===== src/rtl/hazard_ctrl_pkg.sv =====
// Shared encodings for the hazard controller:
// opcodes, branch conditions, FSM states, forward selects.
package hazard_ctrl_pkg;

    localparam logic [3:0] OP_B   = 4'hC;
    localparam logic [3:0] OP_JAL = 4'hD;
    localparam logic [3:0] OP_JR  = 4'hE;

    localparam logic [2:0] CC_NE = 3'b000;
    localparam logic [2:0] CC_EQ = 3'b001;
    localparam logic [2:0] CC_GT = 3'b010;
    localparam logic [2:0] CC_MI = 3'b011;
    localparam logic [2:0] CC_GE = 3'b100;
    localparam logic [2:0] CC_LE = 3'b101;
    localparam logic [2:0] CC_VS = 3'b110;
    localparam logic [2:0] CC_AL = 3'b111;

    localparam logic [1:0] FWD_RF  = 2'b00;
    localparam logic [1:0] FWD_WB  = 2'b01;
    localparam logic [1:0] FWD_MEM = 2'b10;

    typedef enum logic [1:0] {
        ST_RUN      = 2'b00,
        ST_LU_STALL = 2'b01,
        ST_MEM_WAIT = 2'b10
    } hzState_e;

endpackage


===== src/rtl/hazard_ctrl_branch_cond.sv =====
// Branch condition evaluator.
// flags = {N, Z, V}.
module branch_cond
    import hazard_ctrl_pkg::*;
(
    input  logic [2:0] cond,
    input  logic [2:0] flags,
    output logic       taken
);

    logic flagN;
    logic flagZ;
    logic flagV;

    assign flagN = flags[2];
    assign flagZ = flags[1];
    assign flagV = flags[0];

    // Decode the condition code against the committed flags.
    always_comb begin
        taken = 1'b0;
        unique case (cond)
            CC_NE: taken = !flagZ;
            CC_EQ: taken = flagZ;
            CC_GT: taken = !flagZ && !flagN;
            CC_MI: taken = flagN;
            CC_GE: taken = flagZ || (!flagZ && !flagN);
            CC_LE: taken = flagN || flagZ;
            CC_VS: taken = flagV;
            CC_AL: taken = 1'b1;
            default: taken = 1'b0;
        endcase
    end

endmodule


===== src/rtl/hazard_ctrl.sv =====
// Pipeline hazard controller: operand forwarding,
// load-use stall, branch flush and memory-wait hold.
module hazard_ctrl
    import hazard_ctrl_pkg::*;
#(
    parameter int REG_AW = 4
) (
    input  logic              clk,
    input  logic              rst_n,
    input  logic [REG_AW-1:0] id_rs,
    input  logic [REG_AW-1:0] id_rt,
    input  logic              id_uses_rt,
    input  logic [REG_AW-1:0] ex_rs,
    input  logic [REG_AW-1:0] ex_rt,
    input  logic [REG_AW-1:0] ex_rd,
    input  logic              ex_wr,
    input  logic              ex_is_load,
    input  logic              ex_valid,
    input  logic [REG_AW-1:0] mem_rd,
    input  logic              mem_wr,
    input  logic [REG_AW-1:0] wb_rd,
    input  logic              wb_wr,
    input  logic [3:0]        ex_opcode,
    input  logic [2:0]        ex_cond,
    input  logic [2:0]        ex_flags,
    input  logic              ex_set_flags,
    input  logic              cache_stall,
    output logic [1:0]        fwd_a,
    output logic [1:0]        fwd_b,
    output logic [2:0]        flags_q,
    output logic              pc_hold,
    output logic              ifid_hold,
    output logic              idex_bubble,
    output logic              flush,
    output logic              take_branch,
    output logic [1:0]        state
);

    hzState_e curState;
    hzState_e nxtState;
    logic     condTrue;
    logic     brTaken;
    logic     loadUse;
    logic     memHitA;
    logic     memHitB;
    logic     wbHitA;
    logic     wbHitB;
    logic     unusedExWr;

    // Write enable of the EX instruction is not needed:
    // the load flag alone marks a load-use producer.
    assign unusedExWr = ex_wr;

    branch_cond uCond (
        .cond  (ex_cond),
        .flags (flags_q),
        .taken (condTrue)
    );

    assign memHitA = mem_wr && (mem_rd != '0) && (mem_rd == ex_rs);
    assign memHitB = mem_wr && (mem_rd != '0) && (mem_rd == ex_rt);
    assign wbHitA  = wb_wr && (wb_rd != '0) && (wb_rd == ex_rs);
    assign wbHitB  = wb_wr && (wb_rd != '0) && (wb_rd == ex_rt);

    // Operand forwarding: youngest producer (EX/MEM) wins.
    always_comb begin
        fwd_a = FWD_RF;
        fwd_b = FWD_RF;
        if (memHitA)     fwd_a = FWD_MEM;
        else if (wbHitA) fwd_a = FWD_WB;
        if (memHitB)     fwd_b = FWD_MEM;
        else if (wbHitB) fwd_b = FWD_WB;
    end

    assign brTaken = ex_valid && (
        ((ex_opcode == OP_B) && condTrue) ||
        (ex_opcode == OP_JAL) ||
        (ex_opcode == OP_JR));

    assign loadUse = ex_valid && ex_is_load && (ex_rd != '0) &&
        ((ex_rd == id_rs) || (id_uses_rt && (ex_rd == id_rt)));

    // State register.
    always_ff @(posedge clk or negedge rst_n) begin
        if (!rst_n) curState <= ST_RUN;
        else        curState <= nxtState;
    end

    // Next-state: memory wait beats branch beats load-use.
    always_comb begin
        nxtState = ST_RUN;
        case (curState)
            ST_RUN: begin
                if (cache_stall)  nxtState = ST_MEM_WAIT;
                else if (brTaken) nxtState = ST_RUN;
                else if (loadUse) nxtState = ST_LU_STALL;
                else              nxtState = ST_RUN;
            end
            ST_LU_STALL: nxtState = ST_RUN;
            ST_MEM_WAIT: begin
                if (cache_stall) nxtState = ST_MEM_WAIT;
                else             nxtState = ST_RUN;
            end
            default: nxtState = ST_RUN;
        endcase
    end

    // Pipeline control outputs; all quiet while in reset.
    always_comb begin
        pc_hold     = 1'b0;
        ifid_hold   = 1'b0;
        idex_bubble = 1'b0;
        flush       = 1'b0;
        take_branch = 1'b0;
        if (rst_n) begin
            case (curState)
                ST_RUN: begin
                    if (cache_stall) begin
                        pc_hold   = 1'b1;
                        ifid_hold = 1'b1;
                    end else if (brTaken) begin
                        flush       = 1'b1;
                        take_branch = 1'b1;
                    end else if (loadUse) begin
                        pc_hold     = 1'b1;
                        ifid_hold   = 1'b1;
                        idex_bubble = 1'b1;
                    end
                end
                ST_MEM_WAIT: begin
                    pc_hold   = 1'b1;
                    ifid_hold = 1'b1;
                end
                default: ;
            endcase
        end
    end

    // Committed flags; frozen while memory is not ready.
    always_ff @(posedge clk or negedge rst_n) begin
        if (!rst_n) begin
            flags_q <= 3'b000;
        end else if (ex_valid && ex_set_flags &&
                     (curState != ST_MEM_WAIT) && !cache_stall) begin
            flags_q <= ex_flags;
        end
    end

    assign state = curState;

endmodule

===== config.mk =====
export PLATFORM = sky130hd
export DESIGN_NAME = hazard_ctrl
export DESIGN_NICKNAME = d
export VERILOG_FILES = /design/src/rtl/hazard_ctrl_pkg.sv /design/src/rtl/hazard_ctrl_branch_cond.sv /design/src/rtl/hazard_ctrl.sv
export SDC_FILE = /design/constraint.sdc
export NUM_CORES = 1
export LEC_CHECK = 0
export BUFFER_PORTS_ARGS = -buffer_cell sky130_fd_sc_hd__buf_2
export CORE_MARGIN = 2
export CORE_UTILIZATION = 25
export DETAILED_ROUTE_END_ITERATION = 8
export SLEW_MARGIN = 0
export SYNTH_ARGS = -nofsm -noshare
export SYNTH_HDL_FRONTEND = slang
export SYNTH_SLANG_ARGS = --single-unit

===== constraint.sdc =====
create_clock -name clk -period 1.8 [get_ports clk]
set_input_delay 0.09 -clock clk [delete_from_list [all_inputs] [get_ports clk]]
set_output_delay 0.09 -clock clk [all_outputs]
set_load 0.1 [all_outputs]

==> flow_summary_export.csv <==
group,metric,value,unit
die,start_util,26.69,%
setup_path,cp_max_fo,3,
global_routing,grt_overflow_total,0,
place,dp_cells,169,
detailed_routing,vias_per_cell,4.737,
setup_path,required,1.71,ns
synth,syn-num-nets,125,
sta,fin_crit,2.089,ns
clocking,root_buffer,"clkbuf_4",
detailed_routing,drt-initial-drc-count,27,
place,dpl-instance-area,1209,µm²
finish,num_antenna_cells,0,
global_routing,use_met2,29.25,%
setup_path,cp-end-kind,"primary output",
sta,drv_slew,0,
synth,ys_types,25,
synth,synth_edf_count,0,
sta,slew-limit-headroom,67.46,%
sta,layout_setup_ws,-0.2890,ns
power,p_leak,0.5539,nW
finish,syn_to_final_growth,91.08,%
clocking,clk_path_buf_depth,2,
run_status,violations,"setup timing",
place,port_buffers,60,
clocking,cts_buffers,3,
finish,post-route-cell-area,1286,µm²
power,power_density,592.8,nW/µm²
global_routing,grt.total_usage,13.56,%
die,die_area,3124,µm²
setup_path,critPathKind,"flip-flop to primary output",
global_routing,grt_use_met3,1.860,%
power,peakVddDrop,0.0005748,V
sta,rsz0062_at_grt,"yes",
die,die_w,55.89,µm
place,place.gp.congestion,0.8456,
detailed_routing,dr_total_vias,829,
synth,synth.avg_cell_area,8.742,µm²
worst_hold_path,hold_class,"input port to flip-flop",
clocking,clkTransAtPathRegs,0.04,ns
global_routing,busiest_layer,"met2",
setup_path,worst_ep_arrival_time,2.00,ns
place,dpl_worst_slack,-0.1030,ns
setup_path,r2r_slack,0.10,ns
global_routing,grt_pass1_wl,3484,µm
detailed_routing,wl_per_cell,12.33,µm
detailed_routing,drc_errors,0,
synth,yosys_warnings,0,
synth,synthArstFlopShare,100.0,%
setup_path,start_kind,"flip-flop",
synth,synth_cells,77,
global_routing,antenna_found_initial,0,
global_routing,grt_max_degree,7,
sta,setup_viol,5,
die,io_pins,62,
global_routing,grtUsageMet1,13.48,%
run,max_cap_viol_count,0,
synth,synth_top_flop_cell,"dfrtp_1",
sta,skew,0.001898,ns
finish,stdcell_count,175,
clocking,cts_tree,"yes",
sta,fmax,478.7,MHz
finish,drive_gt1_share,64.14,%
die,die_y,55.89,µm
die,core,2522,µm²
sta,finalSetupTns,-1.276,ns
sta,finalHoldViolations,0,
detailed_routing,postRouteAntennaNets,0,
synth,synth-seq-cells,5,
sta,min_period_over_period,116.1,%
finish,fin_util,50.99,%
sta,timing.hold.ws,0.05953,ns
power,finalPower,0.7624,mW
clocking,htreeDepth,1,
detailed_routing,firstDrtPassIters,3,
die,row_count,18,
synth,yosysSeqAreaShare,18.59,%
finish,final_nets,194,
sta,worst_pin_slew,0.4914,ns
clocking,clock-sinks,5,
detailed_routing,wirelength,2158,µm
run_status,status,"finished, violations left",
clocking,clk_latency,0.24,ns
place,hpwl,1857,µm
global_routing,grt_pass1_vias,849,
synth,syn_area,673.1,µm²
logic make-up after synthesis:
| logic type | after synthesis | synth area share, % |
|---|---|---|
| AO/OA/AOI/OAI | 9 | 14.87 |
| XOR/XNOR | 24 | 31.23 |
| buffers and inverters | 5 | 5.018 |
| flip-flops | 5 | 18.59 |
| multiplexers | 3 | 5.018 |
| AND/OR/NAND/NOR | 31 | 25.28 |
worst paths after layout:
path,start,end,cells past startpoint
setup / recovery,flags_q[0]$_DFFE_PN0P_,ifid_hold,6
hold / removal,cache_stall,state[0]$_DFF_PN0_,2
setup reg to reg,flags_q[1]$_DFFE_PN0P_,state[0]$_DFF_PN0_,6
hold reg to reg,state[1]$_DFF_PN0_,state[0]$_DFF_PN0_,1
max in group asynchronous,rst_n,flags_q[2]$_DFFE_PN0P_,2
min in group asynchronous,rst_n,flags_q[1]$_DFFE_PN0P_,2
metal layers:
layer / wire length, µm / share of wire [%]
met5: 0 / 0
met4: 0 / 0
met3: 134 / 6.2
met2: 1258 / 58
met1: 766 / 35
report_power, final:
group / total (mW) / internal, mW / switching, mW
clock: 0.127 / 0.0836 / 0.0435
sequential: 0.161 / 0.140 / 0.0209
combinational: 0.475 / 0.174 / 0.300
total: 0.762 / 0.398 / 0.365
placed cells by master (no fill, tap or decap), types with 2 or more instances in the layout:
master / n
nor2_1: 4
xnor2_1: 21
nand4_1: 6
clkbuf_4: 3
and2b_1: 2
nor2b_1: 2
o41ai_1: 2
buf_2: 53
mux2_2: 3
nand2_1: 5
buf_4: 7
dfrtp_2: 2
nor2_2: 2
xor2_1: 3
nor3_4: 3
buf_12: 7
dfrtp_4: 3
what timing repair did:
item	4_1_cts	5_1_grt
endpoints found under the setup margin	5	6
setup buffers	2	0
hold buffers	1	0
cloned	0	0
gates resized for setup	2	4
pin swaps	7	5
hold endpoints to repair	5	0
synthesized netlist by cell type, drive strengths merged, types with 2 or more instances:
cell / number / share of area (%)
nor3: 4 / 3.0
xnor2: 21 / 27
mux2: 3 / 5.0
nand4: 6 / 5.6
nor2: 7 / 4.3
nor4: 2 / 2.8
o41ai: 3 / 6.7
buf: 4 / 4.5
nor2b: 3 / 2.8
dfrtp: 5 / 19
nand2: 5 / 2.8
xor2: 3 / 3.9
and2b: 2 / 2.2
registers in the layout (all words and copies together), names as in the netlist:
signal	flops
state	2
flags_q	3
cell type report:
type                            count  area [µm²]
Fill cell                         235        1236
Inverter                            1       3.754
Multi-Input combinational cell     67       611.8
Clock buffer                        4       26.28
Sequential cell                     5       138.9
Tap cell                           30       37.54
Timing Repair Buffer               68       467.9
critical path, stage by stage, from the launching register on:
cell and delay, ns:
dfrtp_4 0.46, and2b_1 0.21, o21ai_2 0.07, a2111oi_4 0.38, o211ai_2 0.19, a21oi_4 0.25
buf_12 0.20
Power figures use the tool's default switching activity.
